`src/rtl/ddr_test_pkg.sv`:
```
// rtl/ddr_test_pkg.sv - shared DDR3 example-design constants: read-command FSM encoding and burst step.
package ddr_test_pkg;

  localparam logic [2:0] S_IDLE  = 3'd0;
  localparam logic [2:0] S_START = 3'd1;
  localparam logic [2:0] S_ISSUE = 3'd2;
  localparam logic [2:0] S_WAIT  = 3'd3;
  localparam logic [2:0] S_DONE  = 3'd4;

  // One BL8 burst advances the column by eight beats.
  localparam int BURST_COL_STEP = 8;

endpackage

```
`src/rtl/rd_cmd_gen_v1_0.sv`:
```
// rtl/rd_cmd_gen_v1_0.sv - read-command generator feeding the DFI read-data checker.
// Optional watchdog built when RD_TIMEOUT_EN is defined.
module rd_cmd_gen_v1_0
  import ddr_test_pkg::*;
#(
  parameter int CTRL_ADDR_WIDTH    = 27,
  parameter int MEM_COL_ADDR_WIDTH = 10,
  parameter int TIMEOUT_CYCLES     = 4096
) (
  input  logic                       clk,
  input  logic                       rst_n,
  input  logic                       rd_req,
  input  logic [CTRL_ADDR_WIDTH-1:0] random_rw_addr,
  input  logic [3:0]                 random_len,
  input  logic                       read_repeat_en,
  input  logic [3:0]                 read_repeat_num,
  output logic                       cmd_rd_start,
  input  logic                       read_finished,
  output logic                       rd_cmd_valid,
  input  logic                       rd_cmd_ready,
  output logic [CTRL_ADDR_WIDTH-1:0] rd_cmd_addr,
  output logic                       rd_busy,
  output logic                       rd_done,
  output logic                       rd_timeout
);

  logic [2:0]                    state_q, state_d;
  logic [CTRL_ADDR_WIDTH-1:0]    addr_q, addr_d;
  logic [3:0]                    len_q, len_d;
  logic                          rep_en_q, rep_en_d;
  logic [3:0]                    rep_num_q, rep_num_d;
  logic [3:0]                    pass_cnt_q, pass_cnt_d;
  logic [3:0]                    burst_cnt_q, burst_cnt_d;
  logic [CTRL_ADDR_WIDTH-1:0]    cur_addr_q, cur_addr_d;
  logic                          wait_arm_q, wait_arm_d;

  logic [MEM_COL_ADDR_WIDTH-1:0] col_next;
  logic [CTRL_ADDR_WIDTH-1:0]    addr_next;
  logic                          hs;

  // Column wraps inside its field; row/bank bits above it never change.
  assign col_next  = cur_addr_q[MEM_COL_ADDR_WIDTH-1:0] + MEM_COL_ADDR_WIDTH'(BURST_COL_STEP);
  assign addr_next = {cur_addr_q[CTRL_ADDR_WIDTH-1:MEM_COL_ADDR_WIDTH], col_next};
  assign hs        = (state_q == S_ISSUE) && rd_cmd_ready;

`ifdef RD_TIMEOUT_EN
  logic [15:0] tmo_cnt_q, tmo_cnt_d;
  logic        timeout_q, timeout_d;
  logic        tmo_active;
  assign tmo_active = (state_q == S_ISSUE) || (state_q == S_WAIT);
`endif

  always_comb begin
    state_d     = state_q;
    addr_d      = addr_q;
    len_d       = len_q;
    rep_en_d    = rep_en_q;
    rep_num_d   = rep_num_q;
    pass_cnt_d  = pass_cnt_q;
    burst_cnt_d = burst_cnt_q;
    cur_addr_d  = cur_addr_q;
    case (state_q)
      S_IDLE: begin
        if (rd_req) begin
          addr_d     = random_rw_addr;
          len_d      = random_len;
          rep_en_d   = read_repeat_en;
          rep_num_d  = read_repeat_num;
          pass_cnt_d = 4'd0;
          state_d    = S_START;
        end
      end
      S_START: begin
        burst_cnt_d = len_q;
        cur_addr_d  = addr_q;
        state_d     = S_ISSUE;
      end
      S_ISSUE: begin
        if (hs) begin
          cur_addr_d = addr_next;
          if (burst_cnt_q == 4'd0) begin
            state_d = S_WAIT;
          end else begin
            burst_cnt_d = burst_cnt_q - 4'd1;
          end
        end
      end
      S_WAIT: begin
        // The first WAIT cycle may still see read_finished from the prior pass.
        if (wait_arm_q && read_finished) begin
          if (rep_en_q && (pass_cnt_q != rep_num_q)) begin
            pass_cnt_d = pass_cnt_q + 4'd1;
            state_d    = S_START;
          end else begin
            state_d = S_DONE;
          end
        end
      end
      S_DONE:  state_d = S_IDLE;
      default: state_d = S_IDLE;
    endcase

`ifdef RD_TIMEOUT_EN
    timeout_d = timeout_q;
    if (tmo_active && (tmo_cnt_q == 16'(TIMEOUT_CYCLES - 1))) begin
      state_d   = S_DONE;
      timeout_d = 1'b1;
    end
    if (state_d != state_q) begin
      tmo_cnt_d = 16'd0;
    end else if (tmo_active) begin
      tmo_cnt_d = tmo_cnt_q + 16'd1;
    end else begin
      tmo_cnt_d = 16'd0;
    end
`endif

    wait_arm_d = (state_q == S_WAIT) && (state_d == S_WAIT);
  end

  always_ff @(posedge clk or negedge rst_n) begin
    if (!rst_n) begin
      state_q     <= S_IDLE;
      addr_q      <= '0;
      len_q       <= '0;
      rep_en_q    <= 1'b0;
      rep_num_q   <= '0;
      pass_cnt_q  <= '0;
      burst_cnt_q <= '0;
      cur_addr_q  <= '0;
      wait_arm_q  <= 1'b0;
    end else begin
      state_q     <= state_d;
      addr_q      <= addr_d;
      len_q       <= len_d;
      rep_en_q    <= rep_en_d;
      rep_num_q   <= rep_num_d;
      pass_cnt_q  <= pass_cnt_d;
      burst_cnt_q <= burst_cnt_d;
      cur_addr_q  <= cur_addr_d;
      wait_arm_q  <= wait_arm_d;
    end
  end

`ifdef RD_TIMEOUT_EN
  always_ff @(posedge clk or negedge rst_n) begin
    if (!rst_n) begin
      tmo_cnt_q <= '0;
      timeout_q <= 1'b0;
    end else begin
      tmo_cnt_q <= tmo_cnt_d;
      timeout_q <= timeout_d;
    end
  end
  assign rd_timeout = timeout_q;
`else
  assign rd_timeout = 1'b0;
`endif

  assign cmd_rd_start = (state_q == S_START);
  assign rd_cmd_valid = (state_q == S_ISSUE);
  assign rd_cmd_addr  = cur_addr_q;
  assign rd_busy      = (state_q != S_IDLE);
  assign rd_done      = (state_q == S_DONE);

endmodule

```
`config.mk`:
```
export PLATFORM = sky130hd
export DESIGN_NAME = rd_cmd_gen_v1_0
export DESIGN_NICKNAME = d
export VERILOG_FILES = /design/src/rtl/ddr_test_pkg.sv /design/src/rtl/rd_cmd_gen_v1_0.sv
export SDC_FILE = /design/constraint.sdc
export NUM_CORES = 1
export LEC_CHECK = 0
export CAP_MARGIN = 20
export CORE_MARGIN = 3
export CORE_UTILIZATION = 45
export CTS_CLUSTER_DIAMETER = 120
export DETAILED_ROUTE_END_ITERATION = 7
export GPL_TIMING_DRIVEN = 0
export HOLD_SLACK_MARGIN = 0.1
export PLACE_DENSITY = 0.76
export SETUP_SLACK_MARGIN = 0.02
export SYNTH_ARGS = -nofsm -noshare
export SYNTH_HDL_FRONTEND = slang
export SYNTH_SLANG_ARGS = --single-unit
```
`constraint.sdc`:
```
create_clock -name clk -period 1.6 [get_ports clk]
set_input_delay 0.16 -clock clk [delete_from_list [all_inputs] [get_ports clk]]
set_output_delay 0.16 -clock clk [all_outputs]
set_load 0.02 [all_outputs]
```
==> results.yml <==
critical_path:
  worstPathCellList: "or3_4 > nor2_4 > buf_6 > buf_12 > mux2_4"
  crit_path_end_kind: "register"
  critPathMaxStageDelay_ps: 450
  crit_required_ps: 1830
  cp.depth: 5
  cpLargestDelayFamily: "simple AND/OR/NAND/NOR gates"
  cpMaxStageDelayCell: "dfrtp_2"
  cp_max_fo: 8
  reg2reg_slack_ps: -110
  r2r-end: "addr_q[10]$_DFFE_PN0P_"
  cp-start-kind: "register"
  critPathBufInv: 2
  critPathKind: "register to register"
  worstPathArrival_ps: 1940
  reg2regPathDepth: 5
  crit_end: "addr_q[10]$_DFFE_PN0P_"
  r2r-start: "state_q[2]$_DFF_PN0_"
  startpoint: "state_q[2]$_DFF_PN0_"
global_routing:
  antenna_found_initial: 0
  grt_max_degree: 55
  grt_pass1_vias: 2565
  grt_pass1_wl_mm: 13.0
  grt_usage: 0.201
  grt_overflow: 0
route:
  via_count: 2386
  dr.first_iter.drc_count: 141
  drcViolationCount: 0
  first_pass_iters: 4
  viasPerCell: 5.19
  drt.antenna.violating_nets: 0
  drt-total-wl_mm: 8.04
  wl_per_cell_um: 17.5
cts:
  cts_buffer_depth: 2
  cts_root_buf: "clkbuf_8"
  cts_buffers: 9
  clkSinkCount: 75
  clkTransAtPathRegs_ps: 80
  cts_tree: "yes"
  h-tree-depth: 3
  worstSkewPairLatency_ps: 340
synth:
  synthArstFlopShare: 1.00
  ys_seq_area_frac: 0.581
  synth.mux.area_fraction: 0.195
  yosys.area_share.simple: 0.0840
  synth_seq_cells: 75
  synthTopCellsByArea: "dfrtp_1 (58%), mux2_2 (20%), o21ai_0 (2.8%)"
  synthAdderAreaFrac: 0.0116
  synthMostInstantiatedCell: "dfrtp_1"
  netlist_instances: 250
  synth_compound_area_frac: 0.0867
  syn-num-nets: 294
  netlist.area_leader.share: 0.581
  synth_top_family_by_area: "multiplexers"
  synth_xor_area_frac: 0.0108
  syn_area_per_cell_um2: 12.9
  synth.distinct_cells: 42
  synth_common_cells: "dfrtp_1 (75), mux2_2 (56), o21ai_0 (18)"
  synth_edf_count: 0
  ys_warn_count: 0
  syn-cell-area_mm2: 0.00323
  ys.flop_type: "dfrtp_1"
  synth_area_leader_cell: "dfrtp_1"
worst_hold_path:
  hold_path_class: "input pin to asynchronous set/reset pin"
floorplanning:
  die_w_um: 90.7
  dieArea_mm2: 0.00823
  start_util: 0.470
  core-area_mm2: 0.00687
  pin_count: 73
  die_h_um: 90.7
  num_rows: 30
finish:
  ff_latch_area_mm2: 0.00188
  antenna_cells: 0
  layout-drive-gt1-share: 0.390
  areaGrowthSynthToFinish_pct: 51.4
  n_fill_cell: 472
  stdcell_count: 460
  fin_nets: 403
  final_util: 0.712
  multi_input_area_mm2: 0.00150
place:
  post-place-ws_ps: -446
  port-buffer-count: 71
  dpl.cell_count: 418
  routabilityCongestion: 0.749
  dp_hpwl_mm: 4.70
outcome:
  status: "complete, but fails checks"
  violations: "negative setup slack"
power:
  max-vdd-ir-drop_v: 0.00110
  power_switching_w: 0.00371
  p_int_w: 0.00648
  swShare: 0.364
  p_comb_frac: 0.528
  sequentialPowerShare: 0.343
  p_per_area_mw_per_mm2: 2080
  p_clk_frac: 0.129
  p_leak_nw: 2.17
timing:
  finalMaxSlewViolations: 0
  setup_viol: 59
  fin_crit_sh: 1.07
  skew_ps: 7.37
  max_freq_mhz: 584
  timing.hold.ws_ps: 240
  rsz0062_at_grt: "yes"
  finalHoldViolCount: 0
  fin_ws_ps: -111
  period_needed_ps: 1710
job:
  drv_cap: 0
metrics by stage:
stage / total power [W] / setup TNS, ps / instance area [um^2]
6_report: 0.0102 / -4230 / 4890
5_1_grt: 0.0108 / -7350 / 4890
4_1_cts: 0.00983 / -3630 / 4740
3_5_place_dp: 0.00746 / -8150 / 4110
3_3_place_gp: 0.00729 / -172150 / 4080
2_1_floorplan: 0.00597 / -1140 / 3250
area by class of cell:
cell class              count  area share
plain buffers               9      0.0233
clock buffers              10      0.0281
clock inverters             6     0.00844
inverters                   6     0.00716
multi-input cells         157       0.307
flip-flops and latches     75       0.384
well taps                  96      0.0245
repair buffers            101       0.218
cells in the final DEF (no fill, tap or decap), types with 3 or more instances in the layout:
master,synthesis,routed
dfrtp_1,75,72
clkdlybuf4s50_1,0,60
mux2_2,56,30
mux2_4,0,26
buf_4,3,21
nand2_1,13,11
buf_6,1,10
o21ai_1,0,10
clkbuf_8,0,10
o21ai_0,18,8
nand3_1,7,6
dlymetal6s2s_1,0,6
inv_1,5,5
buf_8,0,5
a21oi_1,9,5
nor2_1,4,4
xor2_2,0,3
buf_12,0,3
and3_1,3,3
ha_1,3,3
clkinvlp_4,0,3
buf_16,0,3
dfrtp_2,0,3
power groups by stage:
stage                     registers (W)  logic, W  clock network [W]
after floorplan                 0.00374   0.00223                  0
after global placement          0.00341   0.00387                  0
after detailed placement        0.00346   0.00400                  0
after CTS                       0.00343   0.00506            0.00133
after global routing            0.00361   0.00573            0.00144
final                           0.00350   0.00538            0.00132
cells by family (layout without fill, tap and decap cells):
| group | after synthesis | in the layout |
|---|---|---|
| simple gates | 49 | 49 |
| xor+xnor | 4 | 4 |
| mux | 56 | 56 |
| buf+inv | 18 | 132 |
| fa+ha+maj | 3 | 3 |
| flops | 75 | 75 |
| compound gates | 44 | 44 |
| other cells | 1 | 1 |
worst min-delay path by stage:
stage	end	slack, ps	cells after the start
2_1_floorplan	addr_q[0]$_DFFE_PN0P_	-140	0
3_3_place_gp	rd_cmd_addr[15]$_DFFE_PN0P_	480	1
3_5_place_dp	rd_cmd_addr[11]$_DFFE_PN0P_	80	1
4_1_cts	rd_cmd_addr[11]$_DFFE_PN0P_	240	2
5_1_grt	pass_cnt_q[2]$_DFFE_PN0P_	260	2
6_report	rd_cmd_addr[11]$_DFFE_PN0P_	240	2
sequential cells by signal, indices dropped and copies added, names as in the netlist:
name         count
rep_en_q         1
pass_cnt_q       4
state_q          3
burst_cnt_q      4
rd_cmd_addr     27
rep_num_q        4
len_q            4
wait_arm_q       1
addr_q          27
layer usage:
layer,track usage,routed length [um],vias to the layer above
met4,0.0651,93,0
met2,0.337,4160,50
met3,0.0458,289,7
met1,0.257,3500,1214
met5,0,0,-
li1,-,-,1115
timing repair:
item / CTS / global route
resized for setup: 84 / 47
buffers inserted: 19 / 7
hold buffers: 1 / 0
endpoints found under the setup margin: 69 / 80
endpoints found under the hold margin: 75 / 0
pin swaps: 6 / 14
gates cloned: 4 / 0
Power figures use the tool's default switching activity.
